--- src/rtl/tx_phy_pkg.sv ---
// rtl/tx_phy_pkg.sv - shared constants and types for the serial transmit path
package tx_phy_pkg;

    localparam int SYM_W     = 10;
    localparam int BIT_CNT_W = 4;

    // K28.5 with negative running disparity, bit 0 ('a') first on the line
    localparam logic [SYM_W-1:0] K28_5_RDN = 10'h17C;

    // Index of the final bit of a symbol; the reload decision is taken here
    localparam logic [BIT_CNT_W-1:0] LAST_BIT = BIT_CNT_W'(SYM_W - 1);

    typedef enum logic {
        IDLE,
        SHIFT
    } tx_state_e;

endpackage

--- src/rtl/tx_sym_buf.sv ---
// rtl/tx_sym_buf.sv - one-entry symbol holding register with valid/ready handshake
module tx_sym_buf #(
    parameter int SYM_W = 10
) (
    input  logic             clk_i,
    input  logic             rst_ni,
    input  logic [SYM_W-1:0] sym_tdata_i,
    input  logic             sym_tvalid_i,
    output logic             sym_tready_o,
    input  logic             load_i,
    output logic [SYM_W-1:0] buf_data_o,
    output logic             buf_full_o
);

    logic [SYM_W-1:0] data_q;
    logic             full_q;
    logic             full_d;
    logic             xfer;

    // A load frees the entry in the same cycle, so a new symbol can be taken
    // while the old one moves into the shifter.
    assign sym_tready_o = !full_q || load_i;
    assign xfer         = sym_tvalid_i && sym_tready_o;

    // Next fullness: a write keeps it full even when a load drains it
    always_comb begin
        full_d = full_q;
        if (load_i) full_d = 1'b0;
        if (xfer)   full_d = 1'b1;
    end

    // Holding register and occupancy flag
    always_ff @(posedge clk_i or negedge rst_ni) begin
        if (!rst_ni) begin
            data_q <= '0;
            full_q <= 1'b0;
        end else begin
            full_q <= full_d;
            if (xfer) data_q <= sym_tdata_i;
        end
    end

    assign buf_data_o = data_q;
    assign buf_full_o = full_q;

endmodule

--- src/rtl/tx_serializer.sv ---
// rtl/tx_serializer.sv - 10-bit parallel-in/serial-out stage on the bit-rate clock
module tx_serializer #(
    parameter int               SYM_W       = tx_phy_pkg::SYM_W,
    parameter logic [SYM_W-1:0] IDLE_SYMBOL = tx_phy_pkg::K28_5_RDN
) (
    input  logic             Bit_Rate_Clk,
    input  logic             Rst,
    input  logic [SYM_W-1:0] Sym_In,
    input  logic             Sym_Valid,
    output logic             Sym_Ready,
    input  logic             TX_Enable,
    input  logic             Invert_Polarity,
    input  logic             Clear_Underrun,
    output logic             TX_Out,
    output logic             Sym_Strobe,
    output logic             Underrun
);

    import tx_phy_pkg::*;

    tx_state_e              state_q;
    logic [SYM_W-1:0]       shift_q;
    logic [BIT_CNT_W-1:0]   cnt_q;
    logic                   strobe_q;
    logic                   underrun_q;
    logic                   underrun_d;

    logic                   load_now;
    logic                   buf_full;
    logic [SYM_W-1:0]       buf_data;
    logic [SYM_W-1:0]       load_val;
    logic                   underrun_set;

    // Reload at enable from idle, or at the last bit of a symbol while enabled
    always_comb begin
        load_now = 1'b0;
        if (TX_Enable) begin
            if (state_q == IDLE)                          load_now = 1'b1;
            else if (state_q == SHIFT && cnt_q == LAST_BIT) load_now = 1'b1;
        end
    end

    tx_sym_buf #(
        .SYM_W (SYM_W)
    ) u_buf (
        .clk_i        (Bit_Rate_Clk),
        .rst_ni       (Rst),
        .sym_tdata_i  (Sym_In),
        .sym_tvalid_i (Sym_Valid),
        .sym_tready_o (Sym_Ready),
        .load_i       (load_now),
        .buf_data_o   (buf_data),
        .buf_full_o   (buf_full)
    );

    // Polarity is applied once, at load, so a mid-symbol change waits for the next one
    assign load_val     = (buf_full ? buf_data : IDLE_SYMBOL) ^ {SYM_W{Invert_Polarity}};
    assign underrun_set = load_now && !buf_full;

    // Sticky underrun flag; a substitution in the same cycle beats the clear
    always_comb begin
        underrun_d = underrun_q;
        if (Clear_Underrun) underrun_d = 1'b0;
        if (underrun_set)   underrun_d = 1'b1;
    end

    // Control FSM, bit counter and shifter; bit 0 of shift_q is the line bit
    always_ff @(posedge Bit_Rate_Clk or negedge Rst) begin
        if (!Rst) begin
            state_q    <= IDLE;
            shift_q    <= '0;
            cnt_q      <= '0;
            strobe_q   <= 1'b0;
            underrun_q <= 1'b0;
        end else begin
            strobe_q   <= 1'b0;
            underrun_q <= underrun_d;
            case (state_q)
                IDLE: begin
                    cnt_q   <= '0;
                    shift_q <= '0;
                    if (load_now) begin
                        shift_q  <= load_val;
                        strobe_q <= 1'b1;
                        state_q  <= SHIFT;
                    end
                end
                SHIFT: begin
                    if (cnt_q == LAST_BIT) begin
                        cnt_q <= '0;
                        if (load_now) begin
                            shift_q  <= load_val;
                            strobe_q <= 1'b1;
                        end else begin
                            // Disable only takes effect on a symbol boundary
                            shift_q <= '0;
                            state_q <= IDLE;
                        end
                    end else begin
                        shift_q <= shift_q >> 1;
                        cnt_q   <= cnt_q + 1'b1;
                    end
                end
                default: begin
                    state_q <= IDLE;
                    shift_q <= '0;
                    cnt_q   <= '0;
                end
            endcase
        end
    end

    assign TX_Out     = shift_q[0];
    assign Sym_Strobe = strobe_q;
    assign Underrun   = underrun_q;

endmodule

--- config.mk ---
export PLATFORM = sky130hd
export DESIGN_NAME = tx_serializer
export DESIGN_NICKNAME = d
export VERILOG_FILES = /design/src/rtl/tx_phy_pkg.sv /design/src/rtl/tx_sym_buf.sv /design/src/rtl/tx_serializer.sv
export SDC_FILE = /design/constraint.sdc
export NUM_CORES = 1
export LEC_CHECK = 0
export ABC_CLOCK_PERIOD_IN_PS = 2950
export BUFFER_PORTS_ARGS = -buffer_cell sky130_fd_sc_hd__buf_2
export CORE_MARGIN = 8
export CORE_UTILIZATION = 45
export CTS_BUF_LIST = sky130_fd_sc_hd__clkbuf_4
export CTS_CLUSTER_SIZE = 20
export DETAILED_ROUTE_END_ITERATION = 8
export GPL_TIMING_DRIVEN = 0
export MAX_ROUTING_LAYER = met4
export PLACE_DENSITY = 0.69
export SLEW_MARGIN = 15
export SYNTH_ARGS = -nofsm -noshare
export SYNTH_HDL_FRONTEND = slang
export SYNTH_SLANG_ARGS = --single-unit
--- constraint.sdc ---
create_clock -name Bit_Rate_Clk -period 2.95 [get_ports Bit_Rate_Clk]
set_input_delay 0.59 -clock Bit_Rate_Clk [delete_from_list [all_inputs] [get_ports Bit_Rate_Clk]]
set_output_delay 0.59 -clock Bit_Rate_Clk [all_outputs]
set_load 0.02 [all_outputs]
After elaboration in Yosys (flattened, before gate mapping)
Cells that the tools add are included.
{"block": "totals", "ff_bits": 28, "in_bits": 16, "output_inout_bits": 4, "wordCells": 36}
{"block": "op_classes", "add_sub_neg": 1, "eq_ne": 1, "mux": 18, "bitwise": 2, "reduce_logical": 7}
{"cell": "10-bit two-way mux", "n": 3}
{"cell": "10-bit one-hot mux with 2 select lines", "n": 1}
{"cell": "1-bit two-way mux", "n": 10}
{"cell": "10-bit bitwise XOR", "n": 1}
{"cell": "4-bit one-hot mux with 2 select lines", "n": 1}
{"cell": "4-bit by 1-bit adder with 4-bit output (second input constant)", "n": 1}
{"cell": "4-bit equality test (second input constant)", "n": 1}
{"cell": "4-bit two-way mux", "n": 1}
{"cell": "1-bit one-hot mux with 2 select lines", "n": 2}
{"cell": "2-bit nonzero test", "n": 2}
{"cell": "1-bit logical AND", "n": 3}
{"cell": "1-bit logical NOT", "n": 1}
{"cell": "1-bit logical OR", "n": 1}
{"cell": "1-bit NOT", "n": 1}

Longest topological paths before layout
{"block": "depth", "ltp_word": 8, "depth_mapped": 6, "depth_no_buf": 5}

Hierarchy
Synthesis repeated with hierarchy kept, for this count alone.
{"block": "unflattened", "cells_unflattened": 94, "area_unflattened_um2": 1317.5}
{"mod": "tx_serializer", "n_inst": 1, "cells_each": 70, "area_per_inst_um2": 852.1, "seq_area_each_um2": 425.4}
{"mod": "tx_sym_buf", "n_inst": 1, "cells_each": 24, "area_per_inst_um2": 465.4, "seq_area_each_um2": 275.3}

Worst setup path before layout
Ideal clock, no wire load.
{"block": "synth_timing", "path_kind": "register -> output", "startpoint": "reg cnt_q[1]", "endpoint": "out Sym_Ready", "arrival_ns": 0.962, "t_required_ns": 2.360, "path_slack_ns": 1.398, "path_stages_with_launch": 5, "path_buffers": 0, "path_cell_list": "dfrtp_1 > inv_1 > ha_1 > nand4b_2 > nand3_1"}
{"block": "synth_between", "elab_chain_cells": 6}
{"item": "from (decl)", "line": "tx_serializer.sv:23", "text": "logic [BIT_CNT_W-1:0] cnt_q;"}
{"item": "from (signal assigned)", "line": "tx_serializer.sv:101", "text": "cnt_q <= cnt_q + 1'b1;"}
{"item": "4-bit equality test", "line": "tx_serializer.sv:39", "text": "else if (state_q == SHIFT && cnt_q == LAST_BIT) load_now = 1'b1;"}
{"item": "1-bit logical AND", "line": "tx_serializer.sv:39"}
{"item": "1-bit two-way mux", "line": "tx_serializer.sv:39"}
{"item": "1-bit two-way mux", "line": "tx_serializer.sv:38", "text": "if (state_q == IDLE) load_now = 1'b1;"}
{"item": "1-bit two-way mux", "line": "tx_serializer.sv:37", "text": "if (TX_Enable) begin"}
{"item": "1-bit logical OR", "line": "tx_sym_buf.sv:22", "text": "assign sym_tready_o = !full_q || load_i;"}
{"item": "to (decl)", "line": "tx_serializer.sv:10", "text": "output logic Sym_Ready,"}
Every way passes these cells.

Worst setup path in the final report
Same ends and word-level chain as after synthesis.

==> out/summary.txt <==
finished layout cell area: 1450 um2
Starting Density: 46.5%
Core Area: 2710 um2
initial antenna violation count: 0
hold_buf cts: 0
R2R depth: 5
Seq/Total Area, Yosys: 55.6%
FP Rows: 19
Die H: 68.9 um
antenna cells: 0
R2R Setup Slk: 1280 ps
global route total overflow: 0
capturing point of the worst reg2reg path: u_buf.buf_data_o[0]
status: finished clean
most frequent cells in the layout: dfrtp_1 (28), buf_2 (21), nand3_1 (11)
Tcrit/Tclk final: 68.4%
nets: 151
# resized after CTS: 0
most common cell after layout, fill and taps aside: dfrtp_1
Seq cells post-synth: 28
Post-Place Setup Slack: 1170 ps
Area contributors post-synth: dfrtp_1 (56%), mux2_2 (8.9%), mux2i_1 (7.1%)
full die area: 4750 um2
Ports: 20
CTS tree: done
Yosys cell types: 21
Synth area leader: dfrtp_1
Routed Wire Length: 2.15 mm
Initial DRC Count: 7
clk slew on worst S/H paths: 140 ps
drt drc: 0
power after layout: 1.31 mW
number of global-route vias before repair: 869
net count after synthesis: 127
hold crit path type: in -> async
DIE WIDTH: 68.9 um
Sink Count: 28
Power Density: 903 nW/um2
post-synthesis adder-cell area fraction: 1.99%
drt via density: 5.07
Root Buffer: clkbuf_4
CP Max Fanout: 3
RePlAce Congestion: 0.768
Critical Path End Type: primary output
final setup margin: 931 ps
post-synthesis mux area share: 16.1%
synthesized cell area: 1260 um2
final antenna-violating net count: 0
Util after Layout: 53.4%
CP max-delay cell: dfrtp_1
CP Cell Sequence: inv_1 -> ha_1 -> nand4b_2 -> nand3_1 -> buf_2
detailed-placement wirelength estimate: 1.71 mm
VDD IR max: 0.460 mV
fin crit period: 2020 ps
CP Data Required Time: 2360 ps
postcts setup bufs: 0
drt wl/cell: 13.2 um
placement-stage cell area: 1390 um2
Max-cap violations: 0
yosys synthesis warning count: 0
first-pass GRT wire length: 3.71 mm
Port-buffer cells: 19
critical path's top delay family: flip-flops
crit start category: flip-flop
overall routing resource usage: 10.5%
Levels on crit path: 5
largest family of logic cells by synthesized area: multiplexers
CP Class: reg -> out
slowest stage delay, CP: 420 ps
Avg Cell Area, Syn: 11.6 um2
clock latency on the worst-skew pair: 320 ps
H-tree Lvls: 1
Worst Skew: 7.08 ps
clk buf depth: 2
Final Hold Violating Endpoints: 0
xor and xnor fraction of the mapped netlist area: 2.09%
RSZ-0062 raised after global routing: no
simple-gate share of the synthesized area: 15.1%
post-synth top area share: 55.6%
Synth Area in Compound Gates: 5.96%
Setup Total Neg Slack: 0 ps
Slew headroom: 60.7%
post-synthesis cell count: 109
launch point of the worst reg-to-reg path: cnt_q[1]
leakage power: 0.695 nW
Peak Freq: 495 MHz
worst-margin pin slew: 590 ps
synth-to-layout area growth: 14.8%
CP bufs+invs: 2
Final Max Tran Viols: 0
setup violators final: 0
Data arrival, critical path: 1430 ps
DR vias: 827
drt pass-1 iters: 4
largest net degree at the start of global routing: 29
layout cells sized above 1: 28.0%
CTS buffer count: 3
report_power, final:
group | leakage, nW | internal [mW] | switching (mW)
Sequential | 0.349 | 0.533 | 0.0846
Combinational | 0.319 | 0.226 | 0.219
Clock | 0.0279 | 0.137 | 0.107
metrics by stage:
stage	cells	hold WS (ps)
floorplan	109	294
global placement	159	472
detailed placement	159	481
CTS	163	271
global route	163	285
finish	163	252
worst max-delay path by stage:
stage	startpoint	to
finish	cnt_q[1]	Sym_Ready
global route	cnt_q[1]	Sym_Ready
CTS	cnt_q[1]	Sym_Ready
detailed placement	TX_Enable	u_buf.buf_data_o[6]
global placement	TX_Enable	Sym_Ready
floorplan	cnt_q[1]	Sym_Ready
logic make-up (layout without fill, tap and decap cells):
logic type               after synthesis  in the layout
buffers and inverters                 10             33
adder cells (fa/ha/maj)                2              2
multiplexers                          19             19
flip-flops                            28             28
AO/OA/AOI/OAI                         11             11
AND/OR/NAND/NOR                       36             36
XOR/XNOR                               3              3
layer usage:
metal	global-route usage [%]	routed length, um
met1	11.9	953
met2	18.4	1130
met3	1.45	53
met4	3.76	19
met5	-	0
Yosys cell counts (all sizes together):
library cell / n
nor2: 5
dfrtp: 28
ha: 2
nand4b: 1
clkbuf: 4
nand3: 11
o21ai: 9
inv: 4
buf: 2
nor3: 1
xor2: 2
nand2: 7
nor2b: 7
and2: 2
a31oi: 1
nand3b: 1
xnor2: 1
mux2i: 9
nand2b: 1
o32ai: 1
mux2: 10
final cells by class:
class                           instances  area [um2]
Fill cell                             268        1260
Sequential cell                        28         701
Multi-Input combinational cell         71         519
Timing Repair Buffer                   19        95.1
Tap cell                               31        38.8
Clock inverter                          1        30.0
Buffer                                  6        25.0
Clock buffer                            3        22.5
Inverter                                4        15.0
state kept, by name, summed over array words and instances (netlist names):
| signal | flops |
|---|---|
| cnt_q | 4 |
| u_buf.buf_data_o | 10 |
| Sym_Strobe | 1 |
| state_q | 1 |
| u_buf.buf_full_o | 1 |
| shift_q | 10 |
| Underrun | 1 |
(Power assumes the default switching activity.)
